<file path="config.mk">
export PLATFORM = sky130hd
export DESIGN_NAME = sequencer
export DESIGN_NICKNAME = d
export VERILOG_FILES = /design/src/rtl/seq_pkg.sv /design/src/rtl/sequencer.sv
export SDC_FILE = /design/constraint.sdc
export NUM_CORES = 1
export LEC_CHECK = 0
export BUFFER_PORTS_ARGS = -buffer_cell sky130_fd_sc_hd__clkbuf_2
export CAP_MARGIN = 20
export CELL_PAD_IN_SITES_DETAIL_PLACEMENT = 1
export CELL_PAD_IN_SITES_GLOBAL_PLACEMENT = 2
export CORE_UTILIZATION = 34
export DETAILED_ROUTE_END_ITERATION = 8
export MAX_ROUTING_LAYER = met4
export PLACE_DENSITY = 0.8
export SYNTH_ARGS = -nofsm -noshare
export SYNTH_HDL_FRONTEND = slang
export SYNTH_SLANG_ARGS = --single-unit
</file>
<file path="constraint.sdc">
create_clock -name clk -period 4.4 [get_ports clk]
set_input_delay 0.66 -clock clk [delete_from_list [all_inputs] [get_ports clk]]
set_output_delay 0.66 -clock clk [all_outputs]
set_load 0.1 [all_outputs]
</file>
<file path="src/rtl/seq_pkg.sv">
// Shared types and the default program for the command sequencer.
package seq_pkg;

  // Program opcodes; the encoding is part of the program table format.
  typedef enum logic [1:0] {
    OP_DELAY = 2'd0,
    OP_SEND  = 2'd1,
    OP_END   = 2'd2,
    OP_NOP   = 2'd3
  } opcode_t;

  // Sequencer FSM states, also exported on the debug port.
  typedef enum logic [2:0] {
    ST_IDLE     = 3'd0,
    ST_FETCH    = 3'd1,
    ST_DELAY    = 3'd2,
    ST_SEND     = 3'd3,
    ST_WAIT_ACK = 3'd4,
    ST_DONE     = 3'd5,
    ST_ERROR    = 3'd6
  } seq_state_t;

  // Geometry of the default program table.
  localparam int C_NB_STEPS   = 8;
  localparam int C_DATA_WIDTH = 8;

  // One program entry: opcode in the top two bits, argument below.
  typedef struct packed {
    opcode_t                 opcode;
    logic [C_DATA_WIDTH-1:0] arg;
  } seq_entry_t;

  // Entry 0 sits in the least significant slot.
  typedef seq_entry_t [C_NB_STEPS-1:0] seq_program_t;

  function automatic seq_entry_t mk_entry(input opcode_t op, input logic [C_DATA_WIDTH-1:0] arg);
    seq_entry_t e;
    e.opcode = op;
    e.arg    = arg;
    return e;
  endfunction

  // Default program: wait, send two commands, then stop.
  localparam seq_program_t C_SEQ_PROGRAM = {
    mk_entry(OP_NOP,   8'h00),  // 7
    mk_entry(OP_NOP,   8'h00),  // 6
    mk_entry(OP_NOP,   8'h00),  // 5
    mk_entry(OP_END,   8'h00),  // 4
    mk_entry(OP_SEND,  8'h3C),  // 3
    mk_entry(OP_DELAY, 8'h02),  // 2
    mk_entry(OP_SEND,  8'hA5),  // 1
    mk_entry(OP_DELAY, 8'h03)   // 0
  };

  // Counter width covering both the longest DELAY and the ack timeout.
  function automatic int cnt_width(input int data_width, input int timeout);
    int max_val;
    max_val = (1 << data_width) - 1;
    if (timeout > max_val) max_val = timeout;
    return $clog2(max_val + 1);
  endfunction

endpackage

</file>
<file path="src/rtl/sequencer.sv">
// Command sequencer: walks a constant program of DELAY/SEND/END/NOP
// entries, issuing command strobes and waiting for acknowledges.
//
// Handshake: cmd_valid is a one-cycle strobe and cmd_data is meaningful
// only while it is high (it reads 0 otherwise). ack is accepted in the
// strobe cycle or in any following WAIT_ACK cycle; ack seen in any other
// state is ignored. No ack within G_TIMEOUT wait cycles ends in ERROR.
module sequencer
  import seq_pkg::*;
#(
  parameter int G_NB_STEPS   = 8,
  parameter int G_DATA_WIDTH = 8,
  parameter int G_TIMEOUT    = 16,
  // Flattened table, entry 0 in the LSBs; must be resized with G_NB_STEPS/G_DATA_WIDTH.
  parameter logic [G_NB_STEPS*(2+G_DATA_WIDTH)-1:0] G_PROGRAM = C_SEQ_PROGRAM
) (
  input  logic                          clk,
  input  logic                          rst_n,
  input  logic                          start,
  input  logic                          ack,
  output logic                          cmd_valid,
  output logic [G_DATA_WIDTH-1:0]       cmd_data,
  output logic [$clog2(G_NB_STEPS)-1:0] step_idx,
  output logic                          busy,
  output logic                          done,
  output logic                          error,
  output seq_state_t                    dbg_state
);

  localparam int C_EW    = 2 + G_DATA_WIDTH;
  localparam int C_IDX_W = $clog2(G_NB_STEPS);
  localparam int C_CNT_W = cnt_width(G_DATA_WIDTH, G_TIMEOUT);
  localparam logic [C_IDX_W-1:0] C_LAST    = C_IDX_W'(G_NB_STEPS - 1);
  localparam logic [C_CNT_W-1:0] C_TO_LAST = C_CNT_W'(G_TIMEOUT - 1);

  seq_state_t              state, state_nxt;
  logic [C_IDX_W-1:0]      idx_nxt;
  logic [C_CNT_W-1:0]      cnt, cnt_nxt;
  logic                    adv;
  logic [C_EW-1:0]         prog_mem [G_NB_STEPS];
  logic [C_EW-1:0]         cur_entry;
  opcode_t                 cur_op;
  logic [G_DATA_WIDTH-1:0] cur_arg;

  for (genvar g = 0; g < G_NB_STEPS; g++) begin : g_prog
    assign prog_mem[g] = G_PROGRAM[g*C_EW +: C_EW];
  end

  assign cur_entry = prog_mem[step_idx];
  assign cur_op    = opcode_t'(cur_entry[C_EW-1 -: 2]);
  assign cur_arg   = cur_entry[G_DATA_WIDTH-1:0];

  // State, entry index and shared delay/timeout counter registers.
  always_ff @(posedge clk or negedge rst_n) begin
    if (!rst_n) begin
      state    <= ST_IDLE;
      step_idx <= '0;
      cnt      <= '0;
    end else begin
      state    <= state_nxt;
      step_idx <= idx_nxt;
      cnt      <= cnt_nxt;
    end
  end

  // Next-state logic; "adv" moves to the next entry or finishes after the last.
  always_comb begin
    state_nxt = state;
    idx_nxt   = step_idx;
    cnt_nxt   = cnt;
    adv       = 1'b0;
    case (state)
      ST_IDLE, ST_DONE, ST_ERROR: begin
        if (start) begin
          state_nxt = ST_FETCH;
          idx_nxt   = '0;
          cnt_nxt   = '0;
        end
      end
      ST_FETCH: begin
        case (cur_op)
          OP_DELAY: begin
            if (cur_arg == '0) begin
              adv = 1'b1;
            end else begin
              state_nxt = ST_DELAY;
              cnt_nxt   = '0;
            end
          end
          OP_SEND: state_nxt = ST_SEND;
          OP_END:  state_nxt = ST_DONE;
          default: adv = 1'b1;
        endcase
      end
      ST_DELAY: begin
        if ((cnt + C_CNT_W'(1)) == C_CNT_W'(cur_arg)) adv = 1'b1;
        else                                          cnt_nxt = cnt + C_CNT_W'(1);
      end
      ST_SEND: begin
        if (ack) begin
          adv = 1'b1;
        end else begin
          state_nxt = ST_WAIT_ACK;
          cnt_nxt   = '0;
        end
      end
      ST_WAIT_ACK: begin
        if (ack)                   adv = 1'b1;
        else if (cnt == C_TO_LAST) state_nxt = ST_ERROR;
        else                       cnt_nxt = cnt + C_CNT_W'(1);
      end
      default: state_nxt = ST_IDLE;
    endcase
    if (adv) begin
      cnt_nxt = '0;
      if (step_idx == C_LAST) begin
        state_nxt = ST_DONE;
      end else begin
        state_nxt = ST_FETCH;
        idx_nxt   = step_idx + C_IDX_W'(1);
      end
    end
  end

  // Status and command outputs decoded from the current state.
  always_comb begin
    cmd_valid = (state == ST_SEND);
    cmd_data  = (state == ST_SEND) ? cur_arg : '0;
    done      = (state == ST_DONE);
    error     = (state == ST_ERROR);
    busy      = !(state inside {ST_IDLE, ST_DONE, ST_ERROR});
    dbg_state = state;
  end

endmodule

</file>
==> results.txt <==
At the worst endpoint, the required time is 4.54 ns. Proportion of layout cells with a drive suffix above 1: 18.9%. The worst setup path is captured at a flop.

Setup violations remaining at the end of the flow were counted as 0. Number of antenna violations at the first check in global routing: 0. The run finished with clean final reports. CTS placed an instance of sky130_fd_sc_hd__clkbuf_8 at the clock tree root. The logs give 0.826 for the routability-driven placement congestion ratio and 41.2% for the headroom to the max-slew limit. The tools report the fmax as 368 MHz. The number of hold buffers added after CTS was 0. The post-synthesis compound-gate area fraction was 24.6%; the post-synthesis cell area was 1260 um2. The logs give 0 for the final antenna-violating net count and 18 for the maximum number of pins on one net before global-route repair.

By area, the combinational part of the netlist is dominated by simple AND/OR/NAND/NOR gates. Detailed placement ended at an HPWL of 2790 um. The logs give 27.8% for the register area share after synthesis and 21.3% for the global-route usage over all layers. The top-area cell type share of the netlist area is 27.8%, and the total negative slack is 0 ns. TritonCTS built the clock tree.

The worst hold slack after final layout is 0.325 ns, and the critical-path maximum fanout is 11. The smallest clock period supported by the final layout is computed as 2.71 ns. The arithmetic-cell share of the synthesized area counting full adders, half adders and majority gates is 5.96%. The xor/xnor share of the synthesized area is 2.78%, and the CTS H-tree depth is 1. The core area was 3440 um2. The register area was 350 um2.

Counting the buffers created by CTS gives 3. By area the synthesized netlist is led by sky130_fd_sc_hd__dfrtp_1, sky130_fd_sc_hd__ha_1, sky130_fd_sc_hd__nand2_1. The clock net in this run drives a total of 14 sinks.

The initial utilization of the core area, before any placement, comes to 36.6%. For the first-pass GRT wire length, the log shows 6370 um. In the layout the commonest cells are sky130_fd_sc_hd__nand2_1, sky130_fd_sc_hd__clkbuf_2, sky130_fd_sc_hd__dfrtp_1.

The detailed router placed 1236 vias in this run. The net total in the final layout came out at 186. For the count of final hold-check violations, the log shows 0. After global routing the overflow that remains totals 0.

In this run, synthesis produced a sequential element count of 14. The area enclosed by the die boundary was 3950 um2; the number of diodes was 0. The mean instance size in the synthesized netlist came out at 7.82 um2.

Type of the worst min-delay path: in2async. The detailed-route vias per instance was 5.59. The distinct cell type count of the synthesized netlist was 52; the simple-gate share of the synthesized area was 28.0%. Clock skew on the completed layout was measured at 0.00275 ns.

Placed standard-cell area: 1370 um2. The tool flagged a number of max-cap violations equal to 0. The slew of the pin with the lowest slew margin was 0.876 ns; the routed wire length was 3670 um.

The run gives 0 as the quantity of gates resized following cts. The tools report the data arrival time at the worst-slack endpoint as 2.86 ns. The number of global-route vias before repair was 1228; the buffers inserted during post-CTS setup optimization was 0. Combined area of the multi-input logic cells: 812 um2. After synthesis, the share of flip-flops with an asynchronous set or reset is 100%. Once layout is done, the placed cells without fillers occupy 1420 um2. The per-cell routed wire length is 16.6 um. The clock insertion delay at the later pin of the skew report is 0.25 ns, and the number of enable flip-flop cells after synthesis is 0. Category of the critical setup timing path: reg2reg.

The kind of launch point of the worst setup path is a flop. The clock edge transition at the registers on the reported setup and hold paths was 0.06 ns. The die outline width was 62.8 um; the number of synthesis warnings was 0. The height of the die came out at 62.8 um. For the top-level port count, the log shows 22. The synthesized design spends more area on one cell type than any other, namely sky130_fd_sc_hd__dfrtp_1. The count of filler cells inserted in the layout is 439. The initial DRC count was 99. Length of the first detailed-routing pass in iterations: 4. The most common flop cell mapped by yosys was sky130_fd_sc_hd__dfrtp_1.

The area added between synthesis and finish is 13.1%. Multiplexer cells account for 2.49% of the synthesized area. The run gives 0 as the number of max-slew violations in the final report. The tools report the buffer depth of the longest clock path as 2.

The fraction of the cycle the final worst path needs is 61.7%, and the number of core rows is 21. Setup repair after global routing left no endpoint under its margin. The gate count of the mapped netlist was 161; the number of buffers added on ports was 20.

After detailed routing, the number of remaining DRC violations is 0. The tools report the utilization after layout as 41.4%. The number of nets handed over by synthesis was 171.
[worst max-delay path, cell delays in order, from the launching register on]
cell and delay, ns:
sky130_fd_sc_hd__dfrtp_1 0.46, sky130_fd_sc_hd__ha_1 0.32, sky130_fd_sc_hd__xnor2_1 0.26, sky130_fd_sc_hd__a21oi_1 0.10, sky130_fd_sc_hd__a311oi_1 0.22, sky130_fd_sc_hd__o2111ai_1 0.14, sky130_fd_sc_hd__a221o_1 0.47, sky130_fd_sc_hd__a21oi_4 0.30
sky130_fd_sc_hd__mux2_1 0.34
[registers in the layout (all words and copies together) (netlist names)]
name and count:
dbg_state 3, step_idx 3, cnt 8
[layer usage]
layer / global-route usage, % / share of wire (%) / up-vias
li1: - / - / 609
met1: 26.7 / 47 / 599
met2: 35.2 / 49 / 23
met3: 2.74 / 2.5 / 5
met4: 6.98 / 1.4 / 0
met5: - / 0 / -
[final timing paths]
check	from	endpoint	slack, ns	cells past startpoint
min	rst_n	dbg_state[2]$_DFFE_PN0P_	0.32	1
max in group asynchronous	rst_n	cnt[4]$_DFFE_PN0P_	3.78	1
max reg2reg	cnt[0]$_DFFE_PN0P_	step_idx[1]$_DFF_PN0_	1.69	8
max	cnt[0]$_DFFE_PN0P_	step_idx[1]$_DFF_PN0_	1.69	8
min reg2reg	cnt[1]$_DFFE_PN0P_	cnt[1]$_DFFE_PN0P_	0.57	2
min in group clk	cnt[1]$_DFFE_PN0P_	cnt[1]$_DFFE_PN0P_	0.57	2
[synthesized netlist by cell type, drive strengths merged (3+ instances only)]
master,count
nand3,6
nor2b,3
clkbuf,3
a21oi,7
and3,4
nor2,10
and2,3
xnor2,4
a31oi,5
ha,6
buf,7
nand2,20
nor3,5
dfrtp,14
o21ai,10
inv,13
nand2b,4
[cell type report]
cell class / instances / share of cell area [%]
Sequential cell: 14 / 24.6
Inverter: 13 / 3.43
Timing Repair Buffer: 20 / 7.03
Tap cell: 46 / 4.04
Multi-Input combinational cell: 124 / 57.0
Clock buffer: 4 / 3.87
[stage by stage]
stage | instances | setup slack (ns)
2_1_floorplan | 161 | 0.172
3_3_place_gp | 217 | 1.76
3_5_place_dp | 217 | 1.68
4_1_cts | 221 | 1.66
5_1_grt | 221 | 1.43
6_report | 221 | 1.69
[kinds of logic after synthesis]
| logic type | count (synthesis) |
|---|---|
| AOI/OAI and AO/OA | 43 |
| xor gates and xnor gates | 4 |
| adders and majority gates | 6 |
| buffers and inverters | 23 |
| DFF | 14 |
| muxes | 3 |
| other | 1 |
| and+or+nand+nor | 67 |
Power is left out: the tool's default activity adds up to more than one toggle a clock period on the data nets, which glitch-free logic cannot reach.
